--- config.mk ---
export PLATFORM = sky130hd
export DESIGN_NAME = asip_fetch_unit
export DESIGN_NICKNAME = d
export VERILOG_FILES = /design/src/rtl/asip_fetch_pkg.sv /design/src/rtl/asip_fetch_unit_fifo.sv /design/src/rtl/asip_fetch_unit.sv
export SDC_FILE = /design/constraint.sdc
export NUM_CORES = 1
export LEC_CHECK = 0
export ABC_AREA = 0
export CORE_AREA = 2 2 136 138
export DETAILED_ROUTE_END_ITERATION = 6
export DIE_AREA = 0 0 138 140
export PLACE_DENSITY_LB_ADDON = 0.1
export SKIP_LAST_GASP = 1
export SYNTH_ARGS = -nofsm -noshare
export SYNTH_HDL_FRONTEND = slang
export SYNTH_SLANG_ARGS = --single-unit
--- constraint.sdc ---
create_clock -name clk -period 7.1 [get_ports clk]
set_input_delay 1.065 -clock clk [delete_from_list [all_inputs] [get_ports clk]]
set_output_delay 1.065 -clock clk [all_outputs]
set_load 0.01 [all_outputs]
--- src/rtl/asip_fetch_pkg.sv ---
// Shared types for the ASIP instruction fetch stage: FSM states, default widths
// and the prefetch buffer entry layout.
package asip_fetch_pkg;

  localparam int DEF_ADDR_W = 16;
  localparam int DEF_INST_W = 24;

  typedef enum logic [1:0] {
    IDLE,
    REQ,
    DROP
  } fetch_state_t;

  typedef struct packed {
    logic [DEF_ADDR_W-1:0] pc;
    logic [DEF_INST_W-1:0] inst;
  } fetch_entry_t;

endpackage

--- src/rtl/asip_fetch_unit_fifo.sv ---
// Prefetch buffer: DEPTH-entry circular FIFO of {pc, inst} entries with a flush
// that empties it in one cycle. DEPTH must be a power of two.
module fetch_fifo
  import asip_fetch_pkg::*;
#(
  parameter int DEPTH = 4
) (
  input  logic                       clk,
  input  logic                       rst,
  input  logic                       push,
  input  logic                       pop,
  input  logic                       flush,
  input  fetch_entry_t               wdata,
  output fetch_entry_t               head,
  output logic [$clog2(DEPTH):0]     count,
  output logic                       empty,
  output logic                       full
);

  localparam int PW = $clog2(DEPTH);
  localparam int CW = PW + 1;
  localparam logic [PW-1:0] PMASK = PW'(DEPTH - 1);

  fetch_entry_t mem [DEPTH];
  logic [PW-1:0] wr_ptr, rd_ptr;

  // Storage is cleared on reset so the head reads as zero out of reset.
  always_ff @(posedge clk or posedge rst) begin
    if (rst) begin
      wr_ptr <= '0;
      rd_ptr <= '0;
      count  <= '0;
      for (int i = 0; i < DEPTH; i++) mem[i] <= '0;
    end else if (flush) begin
      wr_ptr <= '0;
      rd_ptr <= '0;
      count  <= '0;
    end else begin
      if (push) begin
        mem[wr_ptr] <= wdata;
        wr_ptr      <= (wr_ptr + PW'(1)) & PMASK;
      end
      if (pop) rd_ptr <= (rd_ptr + PW'(1)) & PMASK;
      case ({push, pop})
        2'b10:   count <= count + CW'(1);
        2'b01:   count <= count - CW'(1);
        default: count <= count;
      endcase
    end
  end

  assign head  = mem[rd_ptr];
  assign empty = (count == '0);
  assign full  = (count == CW'(DEPTH));

endmodule

--- src/rtl/asip_fetch_unit.sv ---
// Fetch stage: owns the fetch PC, runs single-outstanding req/ack reads and buffers
// words in fetch_fifo. Define FETCH_PERF_EN to add bubble_cnt/flush_cnt outputs.
module asip_fetch_unit
  import asip_fetch_pkg::*;
#(
  parameter int              DEPTH    = 4,
  parameter int              ADDR_W   = DEF_ADDR_W,
  parameter int              INST_W   = DEF_INST_W,
  parameter logic [ADDR_W-1:0] RESET_PC = '0
) (
  input  logic              clk,
  input  logic              rst,
  input  logic              redirect,
  input  logic [ADDR_W-1:0] redirect_pc,
  input  logic              inst_ready,
  output logic              inst_valid,
  output logic [INST_W-1:0] inst,
  output logic [ADDR_W-1:0] inst_pc,
  output logic              mem_req,
  output logic [ADDR_W-1:0] mem_addr,
  input  logic              mem_ack,
  input  logic [INST_W-1:0] mem_rdata
`ifdef FETCH_PERF_EN
  ,
  output logic [15:0]       bubble_cnt,
  output logic [15:0]       flush_cnt
`endif
);

  localparam int CW = $clog2(DEPTH) + 1;

  fetch_state_t  state, state_next;
  logic [ADDR_W-1:0] fetch_pc, drop_addr;
  logic [CW-1:0] count, count_next;
  logic          empty, full, push, pop, room;
  fetch_entry_t  head, wentry;

  assign pop  = !empty && inst_ready && !redirect;
  assign push = (state == REQ) && mem_ack && !redirect;

  always_comb begin
    count_next = count;
    if (redirect)
      count_next = '0;
    else if (push && !pop)
      count_next = count + CW'(1);
    else if (pop && !push)
      count_next = count - CW'(1);
  end

  assign room = (count_next < CW'(DEPTH));

  assign wentry.pc   = fetch_pc;
  assign wentry.inst = mem_rdata;

  fetch_fifo #(.DEPTH(DEPTH)) u_fifo (
    .clk   (clk),
    .rst   (rst),
    .push  (push),
    .pop   (pop),
    .flush (redirect),
    .wdata (wentry),
    .head  (head),
    .count (count),
    .empty (empty),
    .full  (full)
  );

  assign inst_valid = !empty;
  assign inst       = head.inst;
  assign inst_pc    = head.pc;
  assign mem_req    = (state != IDLE);

  // A redirect while a read is outstanding cannot withdraw the request, so the
  // old address is kept on the bus in DROP until its ack arrives.
  always_comb begin
    state_next = state;
    mem_addr   = '0;
    case (state)
      IDLE: if (room) state_next = REQ;
      REQ: begin
        mem_addr = fetch_pc;
        if (mem_ack) state_next = room ? REQ : IDLE;
      end
      DROP: begin
        mem_addr = drop_addr;
        if (mem_ack) state_next = room ? REQ : IDLE;
      end
      default: state_next = IDLE;
    endcase
    if (redirect) state_next = (state == IDLE || mem_ack) ? REQ : DROP;
  end

  always_ff @(posedge clk or posedge rst) begin
    if (rst) begin
      state     <= IDLE;
      fetch_pc  <= RESET_PC;
      drop_addr <= '0;
    end else begin
      state <= state_next;
      if (redirect)
        fetch_pc <= redirect_pc;
      else if (push)
        fetch_pc <= fetch_pc + ADDR_W'(1);
      if (redirect && state != IDLE && !mem_ack)
        drop_addr <= mem_addr;
    end
  end

`ifdef FETCH_PERF_EN
  // Saturating counters of starved core cycles and accepted redirects.
  always_ff @(posedge clk or posedge rst) begin
    if (rst) begin
      bubble_cnt <= '0;
      flush_cnt  <= '0;
    end else begin
      if (inst_ready && empty && bubble_cnt != 16'hFFFF)
        bubble_cnt <= bubble_cnt + 16'd1;
      if (redirect && flush_cnt != 16'hFFFF)
        flush_cnt <= flush_cnt + 16'd1;
    end
  end
`endif

endmodule
==> Word level (Yosys, flattened, before mapping) <==
Cells that the tools add are included.
{ "word_totals": {"out_inout_bits": 58, "word_cells": 80, "register_bits": 201} }
{ "op_classes": {"n_mux": 24, "bitwise_logic": 3, "eq_ne": 6, "n_addsub": 5, "magnitude_cmp": 4, "reduce_logical": 24} }
{ "op_table": {"columns": ["operator", "n"], "rows": [
  ["160-bit bitwise mux", 1],
  ["40-bit 2-to-1 mux", 3],
  ["40-bit binary-select mux with 2-bit select", 1],
  ["40-bit demux with 2-bit select", 1],
  ["16-bit 2-to-1 mux", 2],
  ["16-bit one-hot mux with 2 select lines", 1],
  ["16-bit by 1-bit adder with 16-bit output, second input constant", 1],
  ["2-bit 2-to-1 mux", 8],
  ["3-bit 2-to-1 mux", 4],
  ["1-bit logical AND", 9],
  ["3-bit greater-or-equal comparator, second input constant", 2],
  ["2-bit NOT with 3-bit output", 2],
  ["3-bit one-hot mux with 2 select lines", 1],
  ["2-bit nonzero test", 3],
  ["1-bit logical NOT", 5],
  ["2-bit by 1-bit adder with 2-bit output, second input constant", 2],
  ["2-bit by 1-bit == test with 1-bit output, second input constant", 2],
  ["2-bit == test, second input constant", 2],
  ["2-bit one-hot mux with 2 select lines", 1],
  ["2-bit AND reduction", 2],
  ["3-bit by 1-bit adder with 3-bit output, second input constant", 1],
  ["3-bit logical NOT", 1],
  ["3-bit by 1-bit less-than comparator with 1-bit output, second input constant", 1],
  ["3-bit less-than comparator, second input constant", 1],
  ["other kinds (9)", 9]
]} }

==> Depth between registers and ports, before layout <==
{ "depth": {"depth_word": 13, "ltp_mapped": 8, "ltp_nobuf": 7} }

==> Modules after synthesis <==
A second synthesis with hierarchy kept.
{ "unflattened": {"cells_unflattened": 627, "area_unflattened_um2": 9536.6} }
{ "by_module_without_submodules": {"columns": ["module", "seq_area_each_um2", "area_per_inst_um2", "cells_per_inst", "n_inst"], "rows": [
  ["fetch_fifo", 4179.0, 7546.0, 430, 1],
  ["asip_fetch_unit", 850.8, 1990.7, 197, 1]
]} }

==> Least setup slack after synthesis <==
OpenSTA, ideal clock, no wires.
{ "synth_timing": {"path_kind": "register -> output", "from": "register state[0]", "to": "output mem_addr[0]", "n_path_buf": 2, "stages_incl_launch_ff": 7, "t_arrival_ns": 1.451, "path_slack_ns": 4.584, "cell_sequence": "dfrtp_1 -> inv_1 -> ha_1 -> clkbuf_1 -> clkbuf_1 -> a22oi_1 -> nor2b_1"} }
{ "synth_between": {"elab_chain_len": 2, "word_cells_on_any_way": 3, "cone_classes": "eq/ne: 2; mux: 1"} }
{ "synth_lines": {"columns": ["element", "line_no", "source"], "rows": [
  ["from (decl)", "asip_fetch_unit.sv:32", "fetch_state_t state, state_next;"],
  ["from (signal assigned)", "asip_fetch_unit.sv:100", "state <= state_next;"],
  ["2-bit == test / 2-bit by 1-bit == test with 1-bit output (equally long branches)", "asip_fetch_unit.sv:79", "case (state)"],
  ["16-bit one-hot mux with 2 select lines *", "asip_fetch_unit.sv:79", null],
  ["to (decl)", "asip_fetch_unit.sv:20", "output logic [ADDR_W-1:0] mem_addr,"]
]} }
Every way passes the cells marked *; elsewhere a longest branch is shown, timed or not.

==> Final worst setup path <==
{ "layout_timing": {"from": "register u_fifo.rd_ptr[0]", "to": "output inst[10]"} }
{ "layout_between": {"elab_chain_len": 4} }
{ "layout_lines": {"columns": ["element", "line_no", "source"], "rows": [
  ["from (decl)", "asip_fetch_unit_fifo.sv:25", "logic [PW-1:0] wr_ptr, rd_ptr;"],
  ["from (signal assigned)", "asip_fetch_unit_fifo.sv:43", "if (pop) rd_ptr <= (rd_ptr + PW'(1)) & PMASK;"],
  ["2-bit NOT with 3-bit output (not written as such)", "asip_fetch_unit_fifo.sv:52", "assign head = mem[rd_ptr];"],
  ["40-bit binary-select mux with 2-bit select", "asip_fetch_unit_fifo.sv:52", null],
  ["40-bit 2-to-1 mux (not written as such) (2 in a row)", "asip_fetch_unit_fifo.sv:52", null],
  ["to (decl)", "asip_fetch_unit.sv:17", "output logic [INST_W-1:0] inst,"]
]} }
Every way passes these cells. The select of a mux whose other input is x is not followed.

==> run metrics <==
status finished clean; final clock skew 0.0121 ns; Unique masters post-synth 38; chip height 140 um; dpl hpwl 11.9 mm; CTS tree done; detailed-route DRC error count 0; Cells after Synth 636; Max Clk Rate 247 MHz; Max Root-Sink Buffers 3; layout cells sized above 1 36.6%; CTS Hold Buffers Added 0; P_int 3.38 mW; endpoint type of the worst setup path output pin; startpoint class of the critical path flip-flop; Die X 138 um; post-CTS setup repair buffer count 0; dpl ws 3.39 ns; Area growth syn-to-layout 21.1%; Synth Register Bits 201; clock power share 26.9%; register area share after synthesis 54.5%; Starting Density 51.9%; core area 17,800 um2; Min Hold Slack 0.499 ns; worst slew pin tran 1.19 ns; Rows 49; GRT overflow 0; Avg WL per Cell 19.9 um; register share of total power 38.8%; Hold Path Class reg2reg; Final WS setup 3.05 ns; root buffer cell clkbuf_16; Logic pwr share 34.4%; max_cap viols 0; Clk Latency, worst-skew pair 0.50 ns; Setup Crit Path Kind reg2out; DRT Pass-1 Iters 4; H-tree Lvls 1; final core occ 62.9%; Synth Cell Area 9240 um2; Resize count post-CTS 0; critical path arrival 2.98 ns; RSZ-0062 raised after global routing no; final hold vios 0; first-pass GRT wire length 31.9 mm; P_sw 1.32 mW; P_leak 4.97 nW; final WL 19.2 mm; # IOs 103; gr usage total 20.3%; Switching Share 28.1%; CTS clk-pin slew, worst paths 0.06 ns; async set-reset flop share out of synthesis 100%; Slew HR 20.4%; post-route antenna net violation count 0; VDD IR max 0.226 mV; die area 19,300 um2; cts bufs inserted 22; Pwr Density 420 nW/um2; largest net degree at the start of global routing 139; fin nets 774; vias per cell 5.71; Syn. warnings 0; Synth area leaders dfrtp_1, mux2_2, mux4_2, ha_1, buf_2; gpl congestion 0.778; Final period util 57.0%; initial antenna violation count 0; Synth top area share 54.5%; setup_tns 0 ns; fin. max-slew vios 0; minimum clock period after layout 4.05 ns; Yosys top cell by area dfrtp_1; clk sinks 201; IO Port Bufs 102; number of synthesized flops with an enable pin 0; Finish-stage setup viols 0; Top FF cell, synth dfrtp_1; number of global-route vias before repair 5,988; via count 5,496; DR iter-0 viols 187; Crit path required time 6.03 ns; syn_area_per_cell 14.5 um2; Ant. Diodes 0; CP Max Fanout 23; Synthesized Nets 693
worst max-delay path: stages, from the launching register on:
cell and delay (ns):
dfrtp_2 0.83, buf_4 0.55, mux4_2 0.60, clkdlybuf4s50_1 0.50
synthesized netlist by cell type, types with 3 or more instances:
cell type,n
xnor2_1,7
buf_2,28
inv_1,10
nor2b_1,17
clkbuf_1,13
ha_1,12
mux2_2,173
xor2_1,13
dfrtp_1,201
a22oi_1,16
nand2_1,30
mux4_2,40
o21ai_0,19
nor3_1,3
nand3_1,9
buf_1,4
nor2_1,7
nand4_1,6
power by group through the flow:
| stage | Combinational (mW) | Clock [mW] | Sequential (mW) |
|---|---|---|---|
| 3_5_place_dp | 1.63 | 0 | 1.84 |
| 3_3_place_gp | 1.59 | 0 | 1.81 |
| 5_1_grt | 1.74 | 1.35 | 1.88 |
| 6_report | 1.61 | 1.26 | 1.82 |
| 2_1_floorplan | 1.10 | 0 | 1.71 |
| 4_1_cts | 1.64 | 1.29 | 1.82 |
path summary, 6_finish.rpt:
kind / start / endpoint / slack (ns) / depth (start not counted)
worst max-delay path: u_fifo.rd_ptr[0] / inst[10] / 3.05 / 3
worst min-delay path: u_fifo.mem[45] / u_fifo.mem[45] / 0.50 / 1
worst max register to register: state[1] / u_fifo.mem[51] / 3.88 / 6
worst min register to register: u_fifo.mem[45] / u_fifo.mem[45] / 0.50 / 1
max in group asynchronous: rst / drop_addr[12] / 4.57 / 3
min in group asynchronous: rst / u_fifo.mem[93] / 1.18 / 2
per-stage QoR:
| step | cells | cell area (um2) | power [mW] |
|---|---|---|---|
| 2_1_floorplan | 636 | 9240 | 2.81 |
| 6_report | 962 | 11200 | 4.70 |
| 5_1_grt | 962 | 11200 | 4.97 |
| 4_1_cts | 962 | 11200 | 4.76 |
| 3_5_place_dp | 922 | 10400 | 3.48 |
| 3_3_place_gp | 922 | 10400 | 3.40 |
cells by family (layout without fill, tap and decap cells):
group                      after synthesis  after routing  synth area share, %
AOI/OAI and AO/OA                       44             44                 3.05
xor gates and xnor gates                20             20                 1.90
adders and majority gates               12             12                 1.63
buffers and inverters                   59            156                 2.89
DFF                                    201            201                 54.5
muxes                                  215            215                 31.1
and+or+nand+nor                         85             85                 5.01
metal layers:
layer	track usage [%]	routed length (um)	part of all wire, %	vias up
met5	0	0	0	-
met4	4.89	304	1.6	0
met3	3.56	845	4.4	22
met2	34.9	9750	51	118
met1	27.2	8290	43	2880
li1	-	-	-	2476
flip-flops by register name, indices dropped and copies added, names as in the netlist:
register,cells
u_fifo.mem,160
drop_addr,16
fetch_pc,16
u_fifo.count,3
state,2
u_fifo.rd_ptr,2
u_fifo.wr_ptr,2
layout by cell type (no fill, tap or decap), types with 2 or more instances in the layout:
| master | synthesis | layout |
|---|---|---|
| a21oi_1 | 2 | 2 |
| a22oi_1 | 16 | 16 |
| and3_1 | 2 | 2 |
| and4_1 | 2 | 2 |
| buf_4 | 2 | 4 |
| bufinv_16 | 0 | 5 |
| clkbuf_1 | 13 | 3 |
| clkbuf_16 | 0 | 23 |
| clkbuf_8 | 0 | 3 |
| clkdlybuf4s50_1 | 0 | 102 |
| clkinv_2 | 0 | 3 |
| clkinvlp_4 | 0 | 2 |
| dfrtp_1 | 201 | 199 |
| dfrtp_2 | 0 | 2 |
| ha_1 | 12 | 12 |
| inv_1 | 10 | 9 |
| mux2_2 | 173 | 173 |
| mux2i_1 | 2 | 2 |
| mux4_2 | 40 | 40 |
| nand2_1 | 30 | 26 |
| nand2_2 | 0 | 4 |
| nand2b_1 | 2 | 2 |
| nand3_1 | 9 | 9 |
| nand4_1 | 6 | 6 |
| nor2_1 | 7 | 7 |
| nor2b_1 | 17 | 17 |
| nor3_1 | 3 | 3 |
| o21ai_0 | 19 | 19 |
| o21ai_1 | 2 | 2 |
| xnor2_1 | 7 | 7 |
| xor2_1 | 13 | 13 |
cell type report:
class                      count  area, um2
fill                        1339       6600
sequential                   201       5030
multi-input combinational    376       3950
timing repair buffer         106       1050
clock buffer                  29        628
tap                          229        287
clock inverter                11        189
inverter                      10       45.0
Note: power is estimated with default switching activity, not from simulation.
